File: config.mk
export PLATFORM = sky130hd
export DESIGN_NAME = gardner_timing_recovery_flat
export DESIGN_NICKNAME = d
export VERILOG_FILES = /design/src/rtl/gardner_pkg.sv /design/src/rtl/gardner_timing_recovery_if.sv /design/src/rtl/gardner_lock_detect.sv /design/src/rtl/gardner_timing_recovery.sv /design/src/flat_wrapper.sv
export SDC_FILE = /design/constraint.sdc
export NUM_CORES = 2
export LEC_CHECK = 0
export ABC_AREA = 1
export BUFFER_PORTS_ARGS = -buffer_cell sky130_fd_sc_hd__buf_2
export CORE_MARGIN = 10
export CORE_UTILIZATION = 60
export DETAILED_ROUTE_END_ITERATION = 12
export HOLD_SLACK_MARGIN = 0.05
export PLACE_DENSITY_LB_ADDON = 0.08
export SLEW_MARGIN = 20
export SYNTH_ARGS = -nofsm -noshare
export SYNTH_HDL_FRONTEND = slang
export SYNTH_SLANG_ARGS = --single-unit
File: constraint.sdc
create_clock -name clk_32M768 -period 16.2 [get_ports clk_32M768]
set_input_delay 1.62 -clock clk_32M768 [delete_from_list [all_inputs] [get_ports clk_32M768]]
set_output_delay 1.62 -clock clk_32M768 [all_outputs]
set_load 0.01 [all_outputs]
File: src/rtl/gardner_pkg.sv
// Shared types and helpers for the Gardner timing-recovery slice.
// Constants derive from NCO width and log2 samples-per-symbol.
package gardner_pkg;

  typedef enum logic [1:0] {
    SEARCH,
    TRACK,
    LOCKED
  } lock_state_t;

  function automatic longint nom_f(int nco_w, int sps_log2);
    return longint'(1) << (nco_w - sps_log2);
  endfunction

  function automatic longint inc_lo_f(int nco_w, int sps_log2);
    return nom_f(nco_w, sps_log2) / 2;
  endfunction

  function automatic longint inc_hi_f(int nco_w, int sps_log2);
    return nom_f(nco_w, sps_log2) * 2;
  endfunction

  function automatic longint integ_lim_f(int nco_w, int sps_log2);
    return nom_f(nco_w, sps_log2) / 8;
  endfunction

  function automatic longint sat_f(longint v, longint lo, longint hi);
    if (v < lo) return lo;
    if (v > hi) return hi;
    return v;
  endfunction

  // Most negative code folds onto the largest positive one.
  function automatic longint abs_f(longint v, int w);
    longint m;
    m = (longint'(1) << (w - 1)) - 1;
    if (v >= 0) return v;
    return (-v > m) ? m : -v;
  endfunction

endpackage

File: src/rtl/gardner_timing_recovery_if.sv
// Sample-in / symbol-out bundle for the Gardner timing recovery.
// slave = the recovery block, master = whoever feeds it.
interface gardner_timing_recovery_if #(
  parameter int WIDTH = 16,
  parameter int NCO_W = 32
);
  logic                    in_valid;
  logic signed [WIDTH-1:0] I_in;
  logic signed [WIDTH-1:0] Q_in;
  logic [3:0]              kp_shift;
  logic [3:0]              ki_shift;
  logic                    loop_en;
  logic signed [WIDTH-1:0] I_sym;
  logic signed [WIDTH-1:0] Q_sym;
  logic                    sym_valid;
  logic signed [WIDTH-1:0] error_n;
  logic [NCO_W-1:0]        increment;
  logic                    locked;

  modport master (
    output in_valid, I_in, Q_in,
    output kp_shift, ki_shift, loop_en,
    input  I_sym, Q_sym, sym_valid,
    input  error_n, increment, locked
  );

  modport slave (
    input  in_valid, I_in, Q_in,
    input  kp_shift, ki_shift, loop_en,
    output I_sym, Q_sym, sym_valid,
    output error_n, increment, locked
  );
endinterface

File: src/rtl/gardner_lock_detect.sv
// Lock detector: counts consecutive good/bad symbol errors.
// SEARCH until the loop closes, then TRACK <-> LOCKED by hysteresis.
module gardner_lock_detect
  import gardner_pkg::*;
#(
  parameter int WIDTH        = 16,
  parameter int LOCK_THRESH  = 1024,
  parameter int LOCK_COUNT   = 64,
  parameter int UNLOCK_COUNT = 16
) (
  input  logic                    clk,
  input  logic                    rst,
  input  logic signed [WIDTH-1:0] error_n,
  input  logic                    strobe,
  input  logic                    loop_en,
  output lock_state_t             state,
  output logic                    locked
);
  localparam int CMAX = (LOCK_COUNT > UNLOCK_COUNT) ?
                        LOCK_COUNT : UNLOCK_COUNT;
  localparam int CW = $clog2(CMAX + 1);

  logic [CW-1:0] cnt;
  logic          good;

  assign good = abs_f(longint'(error_n), WIDTH) <
                longint'(LOCK_THRESH);

  always_ff @(posedge clk or posedge rst) begin
    if (rst) begin
      state  <= SEARCH;
      cnt    <= '0;
      locked <= 1'b0;
    end else if (!loop_en) begin
      state  <= SEARCH;
      cnt    <= '0;
      locked <= 1'b0;
    end else begin
      unique case (state)
        SEARCH: begin
          state <= TRACK;
          cnt   <= '0;
        end
        TRACK: if (strobe) begin
          if (!good) begin
            cnt <= '0;
          end else if (cnt == CW'(LOCK_COUNT - 1)) begin
            state  <= LOCKED;
            locked <= 1'b1;
            cnt    <= '0;
          end else begin
            cnt <= cnt + 1'b1;
          end
        end
        LOCKED: if (strobe) begin
          if (good) begin
            cnt <= '0;
          end else if (cnt == CW'(UNLOCK_COUNT - 1)) begin
            state  <= TRACK;
            locked <= 1'b0;
            cnt    <= '0;
          end else begin
            cnt <= cnt + 1'b1;
          end
        end
        default: begin
          state  <= SEARCH;
          cnt    <= '0;
          locked <= 1'b0;
        end
      endcase
    end
  end
endmodule

File: src/rtl/gardner_timing_recovery.sv
// Gardner symbol-timing recovery: TED, PI loop filter, NCO, lock detect.
// One symbol per NCO carry; error/increment follow 1 and 2 clocks later.
module gardner_timing_recovery
  import gardner_pkg::*;
#(
  parameter int WIDTH        = 16,
  parameter int NCO_W        = 32,
  parameter int SPS_LOG2     = 5,
  parameter int LOCK_THRESH  = 1024,
  parameter int LOCK_COUNT   = 64,
  parameter int UNLOCK_COUNT = 16
) (
  input logic clk_32M768,
  input logic rst_32M768,
  gardner_timing_recovery_if.slave bus
);
  localparam longint NOM_L = nom_f(NCO_W, SPS_LOG2);
  localparam longint LIM_L = integ_lim_f(NCO_W, SPS_LOG2);
  localparam longint INC_LO = inc_lo_f(NCO_W, SPS_LOG2);
  localparam longint INC_HI = inc_hi_f(NCO_W, SPS_LOG2);
  localparam longint E_MAX = (longint'(1) << (WIDTH - 1)) - 1;
  localparam longint E_MIN = -(longint'(1) << (WIDTH - 1));
  localparam logic [NCO_W-1:0] NOM = NCO_W'(NOM_L);
  localparam int EW = 2 * WIDTH + 2;

  typedef logic signed [WIDTH-1:0] smp_t;

  smp_t i_sym, q_sym, i_prev, q_prev, i_mid, q_mid, err;
  logic [NCO_W-1:0]        phase, inc;
  logic signed [NCO_W-1:0] integ;
  logic                    stb_d1, stb_d2;
  lock_state_t             state;
  logic                    locked;

  logic [NCO_W:0]          phase_sum;
  logic                    sym_stb, mid_stb;
  logic signed [WIDTH:0]   di, dq;
  logic signed [EW-1:0]    e_full;
  smp_t                    err_sat;
  longint                  kp_term, ki_term, integ_new, inc_new;

  assign phase_sum = {1'b0, phase} + {1'b0, inc};
  assign sym_stb = bus.in_valid & phase_sum[NCO_W];
  assign mid_stb = bus.in_valid & ~phase[NCO_W-1] &
                   phase_sum[NCO_W-1];

  // i_sym is the current symbol, i_prev the one before it.
  assign di = {i_prev[WIDTH-1], i_prev} - {i_sym[WIDTH-1], i_sym};
  assign dq = {q_prev[WIDTH-1], q_prev} - {q_sym[WIDTH-1], q_sym};
  assign e_full = EW'(i_mid) * EW'(di) + EW'(q_mid) * EW'(dq);

  always_comb begin
    err_sat = smp_t'(sat_f(longint'(e_full >>> (WIDTH - 1)),
                           E_MIN, E_MAX));
    kp_term = longint'(err) >>> bus.kp_shift;
    ki_term = longint'(err) >>> bus.ki_shift;
    integ_new = sat_f(longint'(integ) + ki_term, -LIM_L, LIM_L);
    inc_new = sat_f(NOM_L + kp_term + integ_new, INC_LO, INC_HI);
  end

  always_ff @(posedge clk_32M768 or posedge rst_32M768) begin
    if (rst_32M768) begin
      phase  <= '0;
      inc    <= NOM;
      integ  <= '0;
      i_sym  <= '0;
      q_sym  <= '0;
      i_prev <= '0;
      q_prev <= '0;
      i_mid  <= '0;
      q_mid  <= '0;
      err    <= '0;
      stb_d1 <= 1'b0;
      stb_d2 <= 1'b0;
    end else begin
      stb_d1 <= sym_stb;
      stb_d2 <= stb_d1;
      if (bus.in_valid) phase <= phase_sum[NCO_W-1:0];
      if (mid_stb) begin
        i_mid <= bus.I_in;
        q_mid <= bus.Q_in;
      end
      if (sym_stb) begin
        i_sym  <= bus.I_in;
        q_sym  <= bus.Q_in;
        i_prev <= i_sym;
        q_prev <= q_sym;
      end
      if (stb_d1) err <= err_sat;
      if (!bus.loop_en || state == SEARCH) begin
        integ <= '0;
        inc   <= NOM;
      end else if (stb_d2) begin
        integ <= NCO_W'(integ_new);
        inc   <= NCO_W'(inc_new);
      end
    end
  end

  gardner_lock_detect #(
    .WIDTH       (WIDTH),
    .LOCK_THRESH (LOCK_THRESH),
    .LOCK_COUNT  (LOCK_COUNT),
    .UNLOCK_COUNT(UNLOCK_COUNT)
  ) u_lock (
    .clk    (clk_32M768),
    .rst    (rst_32M768),
    .error_n(err),
    .strobe (stb_d2),
    .loop_en(bus.loop_en),
    .state  (state),
    .locked (locked)
  );

  assign bus.I_sym     = i_sym;
  assign bus.Q_sym     = q_sym;
  assign bus.sym_valid = stb_d1;
  assign bus.error_n   = err;
  assign bus.increment = inc;
  assign bus.locked    = locked;
endmodule

File: src/flat_wrapper.sv
// flat-port wrapper written by rule: the top's interface ports become plain ports
module gardner_timing_recovery_flat import gardner_pkg::*;
#(
  parameter int WIDTH        = 16,
  parameter int NCO_W        = 32,
  parameter int SPS_LOG2     = 5,
  parameter int LOCK_THRESH  = 1024,
  parameter int LOCK_COUNT   = 64,
  parameter int UNLOCK_COUNT = 16
)
  (clk_32M768, rst_32M768, bus_in_valid, bus_I_in, bus_Q_in, bus_kp_shift, bus_ki_shift, bus_loop_en, bus_I_sym, bus_Q_sym, bus_sym_valid, bus_error_n, bus_increment, bus_locked);
  gardner_timing_recovery_if #(.WIDTH(WIDTH), .NCO_W(NCO_W)) bus_i ();
  input logic clk_32M768;
  input logic rst_32M768;
  input wire logic [$bits(bus_i.in_valid)-1:0] bus_in_valid;
  input wire logic [$bits(bus_i.I_in)-1:0] bus_I_in;
  input wire logic [$bits(bus_i.Q_in)-1:0] bus_Q_in;
  input wire logic [$bits(bus_i.kp_shift)-1:0] bus_kp_shift;
  input wire logic [$bits(bus_i.ki_shift)-1:0] bus_ki_shift;
  input wire logic [$bits(bus_i.loop_en)-1:0] bus_loop_en;
  output wire logic [$bits(bus_i.I_sym)-1:0] bus_I_sym;
  output wire logic [$bits(bus_i.Q_sym)-1:0] bus_Q_sym;
  output wire logic [$bits(bus_i.sym_valid)-1:0] bus_sym_valid;
  output wire logic [$bits(bus_i.error_n)-1:0] bus_error_n;
  output wire logic [$bits(bus_i.increment)-1:0] bus_increment;
  output wire logic [$bits(bus_i.locked)-1:0] bus_locked;
  assign bus_i.in_valid = bus_in_valid;
  assign bus_i.I_in = bus_I_in;
  assign bus_i.Q_in = bus_Q_in;
  assign bus_i.kp_shift = bus_kp_shift;
  assign bus_i.ki_shift = bus_ki_shift;
  assign bus_i.loop_en = bus_loop_en;
  assign bus_I_sym = bus_i.I_sym;
  assign bus_Q_sym = bus_i.Q_sym;
  assign bus_sym_valid = bus_i.sym_valid;
  assign bus_error_n = bus_i.error_n;
  assign bus_increment = bus_i.increment;
  assign bus_locked = bus_i.locked;
  gardner_timing_recovery #(.WIDTH(WIDTH), .NCO_W(NCO_W), .SPS_LOG2(SPS_LOG2), .LOCK_THRESH(LOCK_THRESH), .LOCK_COUNT(LOCK_COUNT), .UNLOCK_COUNT(UNLOCK_COUNT)) u_core (.clk_32M768(clk_32M768), .rst_32M768(rst_32M768), .bus(bus_i));
endmodule
* After elaboration in Yosys (flattened, before gate mapping)
Index checks and enable logic that the tools add are counted.
** Storage, ports and cells
- Bits in registers :: 220
- Bits in latches :: 0
- RAM bits :: 0
- Bits in read-only memories :: 0
- Input bits :: 44
- Word-level logic and storage cells :: 112
- Memories kept :: 0
** Operators by class
- $add $sub $neg :: 9
- Multiply operators :: 2
- Div/mod/pow operators :: 0
- $lt $le $gt $ge :: 9
- Eq/ne operators :: 11
- Shifts and indexed selects :: 2
- Muxes and demuxes :: 53
- Bitwise gates (word level) :: 4
- Reduce and logical (&&, ||, !) cells :: 7
** Operator list (count)
- 64-bit two-way mux :: 7
- 32-bit two-way mux :: 6
- 16-bit by 4-bit >>> shifter with 64-bit output :: 2
- 16-bit by 17-bit multiplier with 33-bit output :: 2
- 29-bit by 64-bit adder with 64-bit output (first input constant) :: 1
- 32-bit by 64-bit adder with 64-bit output :: 1
- 64-bit adder :: 1
- 64-bit by 16-bit > comparator with 1-bit output (second input constant) :: 1
- 64-bit by 26-bit > comparator with 1-bit output (second input constant) :: 1
- 64-bit by 30-bit > comparator with 1-bit output (second input constant) :: 1
- 64-bit by 12-bit < comparator with 1-bit output (second input constant) :: 1
- 64-bit by 25-bit < comparator with 1-bit output (second input constant) :: 1
- 64-bit by 28-bit < comparator with 1-bit output (second input constant) :: 1
- 16-bit two-way mux :: 4
- 16-bit negation with 64-bit output :: 1
- 7-bit two-way mux :: 7
- 33-bit by 33-bit adder with 34-bit output :: 1
- 16-bit by 16-bit subtractor with 17-bit output :: 2
- 32-bit by 32-bit adder with 33-bit output :: 1
- 29-bit two-way mux :: 1
- 27-bit two-way mux :: 1
- 19-bit by 16-bit > comparator with 1-bit output (second input constant) :: 1
- 19-bit by 16-bit < comparator with 1-bit output (second input constant) :: 1
- 1-bit two-way mux :: 17
- other kinds (22) :: 34

* Logic depth before layout (Yosys ltp)
- Depth after elaboration :: 15
- Gate-level depth with buffers :: 57

* Cells and area by module
A second synthesis with hierarchy kept.
** Unflattened totals
- Cells, all modules :: 6086
- Area total of the unflattened synthesis :: 43714.4 um^2
** By module, submodules not included
- gardner_timing_recovery :: times used 1, cells each 5847, area each 42189.2 um^2
- gardner_lock_detect :: times used 1, cells each 239, area each 1525.2 um^2

* Least setup slack after synthesis
Ideal clock, no wire load.
- Path type :: register to register
- Start :: register u_core.q_sym[0] (netlist: u_core.bus.Q_sym[0])
- End :: register u_core.err[0] (netlist: u_core.bus.error_n[0])
- Arrival time :: 9.159 ns
- Data required time :: 16.134 ns
- Slack :: 6.976 ns
- Stages on the path, launching flop included :: 41
- Clock period less this slack :: 9.224 ns
- Cell sequence :: dfrtp_1 -> ha_1 -> inv_1 -> fa_1 -> nand3_1 -> nand2_1 -> nand2_1 -> nand2_1 -> a21oi_1 -> nor2_1 -> a21boi_1 -> inv_1 -> nand3_1 -> o2111ai_1 -> nand2_1 -> nand2_1 -> nor2_1 -> inv_1 -> (+5 left out) -> fa_1 -> fa_1 -> fa_1 -> inv_1 -> fa_1 -> fa_1 -> ha_1 -> a21oi_1 -> a21boi_0 -> o21ai_0 -> a221oi_1 -> nand2_1 -> xor2_1 -> nand4_1 -> a21oi_1 -> buf_2 -> nand2_1 -> nand2_1
** On the way
- Word-level cells in the longest chain between the ends :: 8
- Elaborated cells on any way between the ends :: 11
- Classes of those cells :: add/sub (2); mul (1); order compare (2); mux (6)
** Ends and longest elaborated chain
- start: declaration :: RTL line gardner_timing_recovery.sv:28 : smp_t i_sym, q_sym, i_prev, q_prev, i_mid, q_mid, err;
- start signal: assignment :: RTL line gardner_timing_recovery.sv:85 : q_sym <= bus.Q_in;
- 16-bit by 16-bit subtractor with 17-bit output * :: RTL line gardner_timing_recovery.sv:49 : assign dq = {q_prev[WIDTH-1], q_prev} - {q_sym[WIDTH-1], q_sym};
- 16-bit by 17-bit multiplier with 33-bit output * :: RTL line gardner_timing_recovery.sv:50 : assign e_full = EW'(i_mid) * EW'(di) + EW'(q_mid) * EW'(dq);
- 33-bit by 33-bit adder with 34-bit output * :: RTL line gardner_timing_recovery.sv:50
- 19-bit by 16-bit > comparator with 1-bit output :: RTL line gardner_pkg.sv:29 : if (v > hi) return hi;
- 1-bit two-way mux (2 in series) :: RTL line gardner_pkg.sv:29
- 16-bit two-way mux :: RTL line gardner_pkg.sv:30 : return v;
- 16-bit two-way mux * :: RTL line gardner_pkg.sv:29
- end signal: assignment :: RTL line gardner_timing_recovery.sv:89 : if (stb_d1) err <= err_sat;
- end: declaration :: RTL line gardner_timing_recovery.sv:28
Every way passes the cells marked *; elsewhere a longest branch is shown, timed or not. The select of a mux whose other input is x is not followed.
A chain may end at the register's enable or synchronous reset.

* Final worst setup path
- Start :: register u_core.q_prev[0]
- End :: register u_core.err[5] (netlist: u_core.bus.error_n[5])
** On the way
- Word-level cells in the longest chain between the ends :: 8
- Elaborated cells on any way between the ends :: 11
- Classes of those cells :: add/sub (2); mul (1); order compare (2); mux (6)
** Ends and longest elaborated chain
- start: declaration :: RTL line gardner_timing_recovery.sv:28
- start signal: assignment :: RTL line gardner_timing_recovery.sv:87 : q_prev <= q_sym;
- 16-bit by 16-bit subtractor with 17-bit output * :: RTL line gardner_timing_recovery.sv:49
- 16-bit by 17-bit multiplier with 33-bit output * :: RTL line gardner_timing_recovery.sv:50
- 33-bit by 33-bit adder with 34-bit output * :: RTL line gardner_timing_recovery.sv:50
- 19-bit by 16-bit > comparator with 1-bit output :: RTL line gardner_pkg.sv:29
- 1-bit two-way mux (2 in series) :: RTL line gardner_pkg.sv:29
- 16-bit two-way mux :: RTL line gardner_pkg.sv:30
- 16-bit two-way mux * :: RTL line gardner_pkg.sv:29
Marks and branches as above.

==> flow_metrics.env <==
export IMPL_cts_htree_levels=1
export IMPL_timing_clock_skew_ps=48.1
export IMPL_synth_seq_area_share=0.126
export IMPL_critical_path_arrival_ps=11500
export IMPL_totalNegativeSetupSlack_ps=0
export IMPL_startpoint_type="register"
export IMPL_post_route_period_util=0.677
export IMPL_crit_path_end_kind="register"
export IMPL_regToRegStartpoint="u_core.q_prev[0]"
export IMPL_dp_cells=6984
export IMPL_setup_viol=0
export IMPL_core_area_um2=71900
export IMPL_groute_usage_overall=0.322
export IMPL_timing_critical_path_slowest_stage_cell="a21oi_1"
export IMPL_grt_setup_unrepaired="false"
export IMPL_result_of_the_run="finished, final reports clean"
export IMPL_cts_reportedPaths_clkPinSlew_ps=60
export IMPL_timing_worst_setup_path_type="reg -> reg"
export IMPL_cts_repair_resized=0
export IMPL_first_pass_grt_wire_length_mm=217
export IMPL_max_cap_viol_count=0
export IMPL_routabilityCongestion=1.05
export IMPL_post_synth_main_area_contributors="fa_1 28%, nand2_1 14%, dfrtp_1 13%"
export IMPL_fmax_mhz=91.2
export IMPL_syn_instance_count=6027
export IMPL_finalNonFillerCells=7036
export IMPL_synth_ff_latch_count=220
export IMPL_numCtsBuffers=28
export IMPL_die_area_um2=84000
export IMPL_synth_enable_flop_cells=0
export IMPL_first_global_vias=38700
export IMPL_clockRootBuffer="clkbuf_16"
export IMPL_i_o_pins=126
export IMPL_wl_per_cell_um=19.4
export IMPL_dominantRegCellSynth="dfrtp_1"
export IMPL_drt_pre_antenna_iters=5
export IMPL_async_flop_share=1.00
export IMPL_holdCritStartpoint="u_core.u_lock.locked"
export IMPL_timing_hold_worst_endpoint="u_core.u_lock.locked"
export IMPL_fp_dieW_um=290
export IMPL_cp_slowest_stage_delay_ps=820
export IMPL_cts_tree="built"
export IMPL_post_route_drc_count=0
export IMPL_start_util=0.608
export IMPL_cts_path_max_buffers=3
export IMPL_synthMostInstantiatedCell="nand2_1"
export IMPL_place_area_um2=45100
export IMPL_ys_top_cells_by_count="1647 x nand2_1, 1372 x inv_1, 619 x fa_1"
export IMPL_clock_latency_ps=600
export IMPL_rows=98
export IMPL_drt_antenna_violating_nets=0
export IMPL_path_max_fanout=15
export IMPL_via_count=38500
export IMPL_drv_slew=0
export IMPL_post_synth_top_area_cell="fa_1"
export IMPL_totalWireLength_mm=136
export IMPL_antenna_violations_before_repair=2
export IMPL_detailedPlacementHpwl_mm=117
export IMPL_fin_crit_ps=10970
export IMPL_synthesis_area_per_instance_um2=7.25
export IMPL_synth_warnings=0
export IMPL_synthDistinctLibCells=62
export IMPL_drive_above_1_share=0.0646
export IMPL_dieHeight_um=290
export IMPL_cts_num_sinks=220
export IMPL_detail_route_iter0_violations=3283
export IMPL_maxSlewHeadroom=0.322
export IMPL_finalNetCount=7120
export IMPL_grt_overflow=0
export IMPL_hold_viol=0
export IMPL_slew_worst_pin_ps=1020
export IMPL_syn_area_um2=43700
export IMPL_worst_r2r_path_depth=42
export IMPL_fin_area_um2=46100
export IMPL_whs_path_depth=2
export IMPL_postCtsHoldBufs=0
export IMPL_area_growth_pct=5.51
export IMPL_portbufs=125
export IMPL_synth_top_cell_area_share=0.284
export IMPL_post_drt_via_cell_ratio=5.47
export IMPL_hold_path_class="reg -> reg"
export IMPL_worst_r2r_endpoint="u_core.bus.error_n[5]"
export IMPL_syn_num_nets=7082
export IMPL_critPathRequiredTime_ps=16740
export IMPL_postCtsSetupRepairBufs=0
export IMPL_pin_count_of_the_biggest_net_entering_global_routing=126
export IMPL_ff2ff_setup_slack_ps=5230
## per-stage QoR
stage,hold slack [ps],worst slack (ps),utilization
final,484,5230,0.642
after global routing,505,4460,0.641
after CTS,489,5270,0.641
after detailed placement,473,5270,0.628
after global placement,457,5380,0.628
after floorplan,441,6980,-
## how the worst max path moves through the flow
stage                              from                endpoint  slack [ps]  depth (start not counted)
floorplan           u_core.bus.Q_sym[0]   u_core.bus.error_n[0]        6980                         40
global placement       u_core.q_prev[0]  u_core.bus.error_n[13]        5380                         42
detailed placement     u_core.q_prev[0]   u_core.bus.error_n[5]        5270                         39
CTS                    u_core.q_prev[0]   u_core.bus.error_n[5]        5270                         39
global route        u_core.bus.Q_sym[0]  u_core.bus.error_n[11]        4460                         42
finish                 u_core.q_prev[0]   u_core.bus.error_n[5]        5230                         42
## per-layer routing
layer  vias up  GRT usage  wire (µm)  part of all wire
met4         0      0.135       6920             0.051
met2      1366      0.552      65800              0.48
met1     18500      0.403      54800              0.40
met3       378     0.0460       8730             0.064
li1      18200          -          -                 -
met5         -          0          0                 0
## logic make-up (layout without fill, tap and decap cells)
logic type      Yosys count  count (layout)  share of synthesized area
fa+ha+maj              1011            1011                      0.396
xor+xnor                114             114                     0.0229
buf+inv                1545            1603                      0.135
flops                   220             220                      0.126
compound gates          591             591                     0.0733
simple gates           2536            2536                      0.245
other cells               0               1                          0
mux                      10              10                    0.00229
## cell usage in the layout (no fill, tap or decap), types with 26 or more instances in the layout
cell type and n:
fa_1 619, or2_2 47, clkbuf_16 29, nor2_2 30, xnor2_1 58, nand2_1 1646
xor2_1 55, a21oi_1 212, inv_1 1371, nor2_1 401, ha_1 392, nand3_2 26
nand4_1 70, dfrtp_1 218, buf_4 31, nand3_1 176, buf_2 125, nand2_2 39
o21ai_0 279, nor3_1 31
## sequential cells by signal, summed over array words and instances, names as in the netlist
| register | flops |
|---|---|
| u_core.i_prev | 16 |
| u_core.integ | 32 |
| u_core.u_lock.locked | 1 |
| u_core.bus.Q_sym | 16 |
| u_core.bus.sym_valid | 1 |
| u_core.u_lock.cnt | 7 |
| u_core.phase | 32 |
| u_core.q_prev | 16 |
| u_core.u_lock.state | 2 |
| u_core.i_mid | 16 |
| u_core.bus.increment | 32 |
| u_core.stb_d2 | 1 |
| u_core.bus.error_n | 16 |
| u_core.q_mid | 16 |
| u_core.bus.I_sym | 16 |
## area by class of cell
type	count	area, µm²
repair buffers	157	886
fillers	6635	25800
well taps	950	1190
flip-flops and latches	220	5510
diodes	1	2.50
inverters	1396	5250
multi-input cells	4262	32300
clock inverters	9	109
clock buffers	41	821
## worst max-delay path, delay by kind of cell (launching register included)
family | cells | cell delay, ps
xor gates and xnor gates | 1 | 210
buffers and inverters | 8 | 1140
adders and majority gates | 11 | 5340
AOI/OAI and AO/OA | 6 | 1750
and+or+nand+nor | 16 | 2140
DFF | 1 | 360
Power is left out: the tool's default activity adds up to more than one toggle a clock period on the data nets, which glitch-free logic cannot reach.
